--- config.mk ---
export PLATFORM = sky130hd
export DESIGN_NAME = dino_jump_physics
export DESIGN_NICKNAME = d
export VERILOG_FILES = /design/src/rtl/dino_jump_physics.sv
export SDC_FILE = /design/constraint.sdc
export NUM_CORES = 1
export LEC_CHECK = 0
export BUFFER_PORTS_ARGS = -buffer_cell sky130_fd_sc_hd__buf_4
export CORE_MARGIN = 4
export CORE_UTILIZATION = 25
export CTS_CLUSTER_SIZE = 28
export DETAILED_ROUTE_END_ITERATION = 8
export GPL_ROUTABILITY_DRIVEN = 0
export MAX_ROUTING_LAYER = met4
export PLACE_DENSITY = 0.41
export SLEW_MARGIN = 0
export SYNTH_ARGS = -nofsm -noshare
export SYNTH_HDL_FRONTEND = slang
export SYNTH_SLANG_ARGS = --single-unit
--- constraint.sdc ---
create_clock -name clk -period 2.9 [get_ports clk]
set_clock_uncertainty 0.05 [all_clocks]
set_input_delay 0.87 -clock clk [delete_from_list [all_inputs] [get_ports clk]]
set_output_delay 0.87 -clock clk [all_outputs]
set_load 0.02 [all_outputs]
--- src/rtl/dino_jump_physics.sv ---
// Vertical jump physics for the dino runner game.
//
// A free-running divider (gated by enable) produces a physics step every
// UPDATE_DIV cycles. On each step the dino either launches (when a jump is
// pending while on the ground) or integrates height += velocity and then
// velocity -= GRAVITY, clamping height at MAX_HEIGHT and snapping to ground
// when the new height would be at or below zero.
//
// Optional feature: define DINO_JUMP_BUFFER_EN to buffer a jump request made
// while airborne; the dino relaunches on the first ground step after landing.
//
// Ports:
//   clk        system clock, rising edge
//   rst_n      asynchronous active-low reset
//   enable     run (1) / pause (0); pause freezes divider and physics
//   clear      synchronous return-to-ground, highest priority
//   jump_req   single-cycle jump request
//   height     unsigned height above ground
//   velocity   two's-complement vertical velocity
//   jumping    high while airborne
//   land_pulse one-cycle pulse on the landing step
//   step       one-cycle pulse on every physics step
module dino_jump_physics #(
  parameter int unsigned UPDATE_DIV = 1000000,
  parameter logic [15:0] JUMP_VEL   = 16'd20,
  parameter logic [15:0] GRAVITY    = 16'd2,
  parameter logic [15:0] MAX_HEIGHT = 16'd100
) (
  input  logic        clk,
  input  logic        rst_n,
  input  logic        enable,
  input  logic        clear,
  input  logic        jump_req,
  output logic [15:0] height,
  output logic [15:0] velocity,
  output logic        jumping,
  output logic        land_pulse,
  output logic        step
);

  localparam int unsigned CntW = (UPDATE_DIV > 1) ? $clog2(UPDATE_DIV) : 1;
  localparam logic [CntW-1:0] CntMax = CntW'(UPDATE_DIV - 1);

`ifdef DINO_JUMP_BUFFER_EN
  localparam bit BufEn = 1'b1;
`else
  localparam bit BufEn = 1'b0;
`endif

  typedef enum logic [1:0] {
    StGround,
    StRise,
    StFall
  } state_e;

  state_e             state_q;
  logic [CntW-1:0]    cnt_q;
  logic [15:0]        height_q;
  logic [15:0]        velocity_q;
  logic               pending_q;
  logic               step_q;
  logic               land_q;

  logic               step_now;
  logic               jump_ok;
  logic signed [16:0] next_h;
  logic [15:0]        vel_dec;
  logic               land_now;
  logic [15:0]        clamp_h;
  logic               vel_pos;

  always_comb begin
    step_now = enable && (cnt_q == CntMax);
    // Airborne requests only count when buffering is built in.
    jump_ok  = enable && jump_req && ((state_q == StGround) || BufEn);
    next_h   = $signed({1'b0, height_q}) + $signed({velocity_q[15], velocity_q});
    vel_dec  = velocity_q - GRAVITY;
    land_now = next_h[16] || (next_h == 17'sd0);
    clamp_h  = (next_h > $signed({1'b0, MAX_HEIGHT})) ? MAX_HEIGHT : next_h[15:0];
    vel_pos  = !vel_dec[15] && (vel_dec != 16'd0);
  end

  always_ff @(posedge clk or negedge rst_n) begin
    if (!rst_n) begin
      state_q    <= StGround;
      cnt_q      <= '0;
      height_q   <= '0;
      velocity_q <= '0;
      pending_q  <= 1'b0;
      step_q     <= 1'b0;
      land_q     <= 1'b0;
    end else if (clear) begin
      state_q    <= StGround;
      cnt_q      <= '0;
      height_q   <= '0;
      velocity_q <= '0;
      pending_q  <= 1'b0;
      step_q     <= 1'b0;
      land_q     <= 1'b0;
    end else begin
      step_q <= step_now;
      land_q <= 1'b0;
      if (enable) begin
        cnt_q <= step_now ? '0 : cnt_q + 1'b1;
      end
      if (jump_ok) begin
        pending_q <= 1'b1;
      end
      unique case (state_q)
        StGround: begin
          // A request arriving on the step cycle itself launches on that step.
          if (step_now && (pending_q || jump_ok)) begin
            height_q   <= '0;
            velocity_q <= JUMP_VEL;
            pending_q  <= 1'b0;
            state_q    <= StRise;
          end
        end
        StRise, StFall: begin
          if (step_now) begin
            if (land_now) begin
              height_q   <= '0;
              velocity_q <= '0;
              land_q     <= 1'b1;
              state_q    <= StGround;
            end else begin
              // Clamp only the height; velocity keeps integrating so the
              // descent timing is unchanged by the ceiling.
              height_q   <= clamp_h;
              velocity_q <= vel_dec;
              state_q    <= vel_pos ? StRise : StFall;
            end
          end
        end
        default: state_q <= StGround;
      endcase
    end
  end

  assign height     = height_q;
  assign velocity   = velocity_q;
  assign jumping    = (state_q != StGround);
  assign land_pulse = land_q;
  assign step       = step_q;

endmodule

==> metrics.txt <==
# TYPE chip_impl_metric gauge
chip_impl_metric{name="grt_first_pass_wirelength",unit="mm"} 19.35
chip_impl_metric{name="first_pass_iters",unit=""} 6
chip_impl_metric{name="die_area",unit="um2"} 17120
chip_impl_metric{name="p_sw_frac",unit=""} 0.3293
chip_impl_metric{name="power_density",unit="nW/um2"} 387.9
chip_impl_metric{name="grt_util_all_layers",unit=""} 0.1468
chip_impl_metric{name="seqPwrFrac",unit=""} 0.395
chip_impl_metric{name="insertedDiodeCount",unit=""} 0
chip_impl_metric{name="clock_path_buffers",unit=""} 2
chip_impl_metric{name="ys.warnings.count",unit=""} 0
chip_impl_metric{name="h_tree_level_count",unit=""} 2
chip_impl_metric{name="yosys.area.top_type_share",unit=""} 0.3714
chip_impl_info{name="critical_path.slowest_cell",value="sky130_fd_sc_hd__or4b_4"} 1
chip_impl_metric{name="wirelength",unit="mm"} 11.63
chip_impl_info{name="timing.critical_path.from_type",value="flop"} 1
chip_impl_info{name="failed_checks",value="setup timing"} 1
chip_impl_info{name="root_buffer",value="sky130_fd_sc_hd__clkbuf_16"} 1
chip_impl_metric{name="count_of_vias_placed_by_the_detailed_router",unit=""} 3666
chip_impl_metric{name="total_switching_power",unit="uW"} 686.9
chip_impl_metric{name="syn_area_per_cell",unit="um2"} 8.576
chip_impl_info{name="synth_ff_type",value="sky130_fd_sc_hd__dfrtp_1"} 1
chip_impl_metric{name="gr-total-overflow",unit=""} 0
chip_impl_metric{name="p_int",unit="uW"} 1399
chip_impl_metric{name="die_height",unit="um"} 130.9
chip_impl_metric{name="async_flop_share",unit=""} 1.000
chip_impl_metric{name="power.share.combinational",unit=""} 0.287
chip_impl_metric{name="first_global_vias",unit=""} 3716
chip_impl_metric{name="synth_seq_area_share",unit=""} 0.3714
chip_impl_metric{name="drt_drc_violations_left",unit=""} 0
chip_impl_info{name="min_path_type",value="flop to flop"} 1
chip_impl_metric{name="nets",unit=""} 579
chip_impl_metric{name="worst-slew-pin-transition",unit="ns"} 0.7695
chip_impl_info{name="netlist_top_cells_count",value="sky130_fd_sc_hd__dfrtp_1, sky130_fd_sc_hd__nand2_1, sky130_fd_sc_hd__nor2_1, sky130_fd_sc_hd__o21ai_0, sky130_fd_sc_hd__ha_1"} 1
chip_impl_metric{name="post-dp-hpwl",unit="mm"} 8.783
chip_impl_metric{name="clock_latency",unit="ns"} 0.31
chip_impl_metric{name="power.ir.vdd_worst",unit="mV"} 0.2009
chip_impl_metric{name="final_min_period_over_clock_period",unit=""} 1.036
chip_impl_metric{name="timing.final.setup_violations",unit=""} 11
chip_impl_info{name="run_status",value="finished with violations"} 1
chip_impl_metric{name="pin_count",unit=""} 40
chip_impl_metric{name="worst_slack",unit="ns"} -0.1053
chip_impl_metric{name="cts.sink_count",unit=""} 56
chip_impl_info{name="synth_top_area_cell",value="sky130_fd_sc_hd__dfrtp_1"} 1
chip_impl_metric{name="port-buffer-count",unit=""} 38
chip_impl_metric{name="final-instance-count-excl-fill",unit=""} 739
chip_impl_metric{name="synthDistinctLibCells",unit=""} 62
chip_impl_metric{name="detail_route.iter0.violations",unit=""} 139
chip_impl_info{name="critPathKind",value="flop to flop"} 1
chip_impl_metric{name="via_per_inst",unit=""} 4.961
chip_impl_metric{name="area_growth",unit="%"} 42.51
chip_impl_metric{name="report.final.hold_viol_count",unit=""} 0
chip_impl_info{name="yosys.cell_count.top_type",value="sky130_fd_sc_hd__dfrtp_1"} 1
chip_impl_metric{name="wl_per_cell",unit="um"} 15.74
chip_impl_metric{name="power_frac_clock",unit=""} 0.319
chip_impl_metric{name="post-route-min-period",unit="ns"} 3.005
chip_impl_info{name="rsz0062_at_grt",value="yes"} 1
chip_impl_metric{name="cts-buffers-inserted",unit=""} 5
chip_impl_metric{name="grt_antenna_before_repair",unit=""} 0
chip_impl_metric{name="postCtsHoldBufs",unit=""} 0
chip_impl_metric{name="filler_cell_count",unit=""} 1514
chip_impl_metric{name="slew-limit-headroom",unit=""} 0.4870
chip_impl_metric{name="number_of_enable_type_register_cells_in_the_synthesized_netlist",unit=""} 0
chip_impl_info{name="cp_cell_sequence",value="inv_2, ha_4, or4b_4, or4_4, mux2_4, o22a_1, o31ai_4, or4b_1, o21ai_1"} 1
chip_impl_metric{name="required",unit="ns"} 3.08
chip_impl_metric{name="clk_pin_slew_worst_paths",unit="ns"} 0.08
chip_impl_metric{name="slew_viol_final",unit=""} 0
chip_impl_metric{name="crit_path_max_fanout",unit=""} 4
chip_impl_metric{name="static_leakage",unit="uW"} 0.002473
chip_impl_info{name="tritoncts",value="built"} 1
chip_impl_metric{name="synthesized_flop_and_latch_total",unit=""} 56
chip_impl_metric{name="worstPathArrival",unit="ns"} 3.19
chip_impl_metric{name="net_count_synth",unit=""} 465
chip_impl_metric{name="mappedNetlistArea",unit="um2"} 3774
chip_impl_metric{name="pin_count_of_the_biggest_net_entering_global_routing",unit=""} 57
chip_impl_metric{name="setup_tns",unit="ns"} -0.3958
chip_impl_metric{name="coreArea",unit="um2"} 14640
chip_impl_info{name="worstSetupEndpointType",value="flop"} 1
chip_impl_metric{name="cap_violations",unit=""} 0
chip_impl_metric{name="fp-row-count",unit=""} 44
chip_impl_metric{name="placed_cells_incl_taps",unit=""} 721
chip_impl_metric{name="max_freq",unit="GHz"} 0.3327
chip_impl_metric{name="final_layout_size_suffix_gt1_frac",unit=""} 0.3604
chip_impl_metric{name="initial_core_utilization",unit=""} 0.2577
chip_impl_info{name="synth_top_cells_by_area",value="sky130_fd_sc_hd__dfrtp_1, sky130_fd_sc_hd__ha_1, sky130_fd_sc_hd__nand2_1"} 1
chip_impl_metric{name="synthesis.instances",unit=""} 440
chip_impl_metric{name="critical_path.max_stage_delay",unit="ns"} 0.47
chip_impl_metric{name="drtAntennaViolNets",unit=""} 0
chip_impl_metric{name="die_w",unit="um"} 130.9
-- power by group through the flow --
stage               combinational (uW)  clock (uW)  sequential (uW)
detailed placement                 555           0              838
CTS                                584         685              823
global route                       667         717              826
global placement                   559           0              836
floorplan                          323           0              847
finish                             598         665              823
-- cells by family after synthesis --
kind of cell	share of synthesized area
compound gates	0.1950
xor+xnor	0.05570
fa+ha+maj	0.06631
buf+inv	0.03448
flops	0.3714
mux	0.009283
other cells	0.0009937
simple gates	0.2669
-- registers in the layout (all words and copies together) (netlist names) --
| signal | flops |
|---|---|
| cnt_q | 20 |
| height | 16 |
| velocity | 15 |
| state_q | 2 |
| land_pulse | 1 |
| pending_q | 1 |
| step | 1 |
-- metal layers --
metal,GRT usage,vias up,share of wire
li1,-,1816,-
met1,0.1902,1784,0.48
met2,0.2432,56,0.48
met3,0.02114,10,0.031
met4,0.03448,0,0.011
met5,-,-,0
-- layout by cell type (no fill, tap or decap), types with 9 or more instances in the layout --
cell,synthesis,final
sky130_fd_sc_hd__xor2_1,14,13
sky130_fd_sc_hd__nor2_1,41,40
sky130_fd_sc_hd__buf_4,1,120
sky130_fd_sc_hd__ha_4,0,10
sky130_fd_sc_hd__a21o_1,11,11
sky130_fd_sc_hd__and2_1,10,10
sky130_fd_sc_hd__xnor2_1,10,10
sky130_fd_sc_hd__dfrtp_1,56,42
sky130_fd_sc_hd__nand2_1,48,47
sky130_fd_sc_hd__dfrtp_2,0,14
sky130_fd_sc_hd__nand2b_1,13,13
sky130_fd_sc_hd__o21ai_1,1,10
sky130_fd_sc_hd__a21oi_1,15,13
sky130_fd_sc_hd__nor3_1,12,9
sky130_fd_sc_hd__o21ai_0,33,22
sky130_fd_sc_hd__nand3_1,17,16
-- final timing paths --
path	depth (start not counted)	start	slack (ns)	end
min in group asynchronous	1	rst_n	0.58	height[8]
hold reg to reg	2	cnt_q[1]	0.47	cnt_q[1]
setup / recovery	9	velocity[2]	-0.11	state_q[1]
setup reg to reg	9	velocity[2]	-0.11	state_q[1]
max in group asynchronous	1	rst_n	1.67	velocity[2]
hold / removal	2	cnt_q[1]	0.47	cnt_q[1]
-- timing repair --
| action | 4_1_cts | 5_1_grt |
|---|---|---|
| cloned | 1 | 0 |
| setup endpoints to repair | 23 | 25 |
| pin swaps | 15 | 4 |
| gates resized for setup | 32 | 16 |
| buffers inserted | 7 | 2 |
| hold endpoints to repair | 0 | 0 |
-- stage by stage --
| step | hold slack, ns | utilization | cell area (um2) | total power (uW) | setup WS [ns] |
|---|---|---|---|---|---|
| floorplan | 0.4259 | - | 3946 | 1170 | -0.08633 |
| global placement | 0.4471 | 0.3384 | 4956 | 1396 | -0.1973 |
| detailed placement | 0.4562 | 0.3384 | 4956 | 1393 | -0.2103 |
| CTS | 0.4751 | 0.3628 | 5313 | 2092 | -0.1255 |
| global route | 0.5123 | 0.3672 | 5378 | 2209 | -0.1967 |
| finish | 0.4688 | 0.3672 | 5378 | 2086 | -0.1053 |
-- area by class of cell --
| type | instances | area [um2] | share of cell area |
|---|---|---|---|
| multi-input cells | 353 | 2547 | 0.4737 |
| repair buffers | 128 | 993.5 | 0.1847 |
| flip-flops and latches | 56 | 1419 | 0.2638 |
| clock inverters | 3 | 25.02 | 0.004653 |
| well taps | 184 | 230.2 | 0.04281 |
| inverters | 10 | 37.54 | 0.006980 |
| clock buffers | 5 | 125.1 | 0.02327 |
-- worst max-delay path: cells and delay by family (launching register included) --
kind	cells	cell delay (ns)
AND/OR/NAND/NOR	3	1.37
buffers and inverters	1	0.08
adder cells (fa/ha/maj)	1	0.13
flip-flops	1	0.46
multiplexers	1	0.27
AO/OA/AOI/OAI	3	0.58
Note: power is estimated with default switching activity, not from simulation.
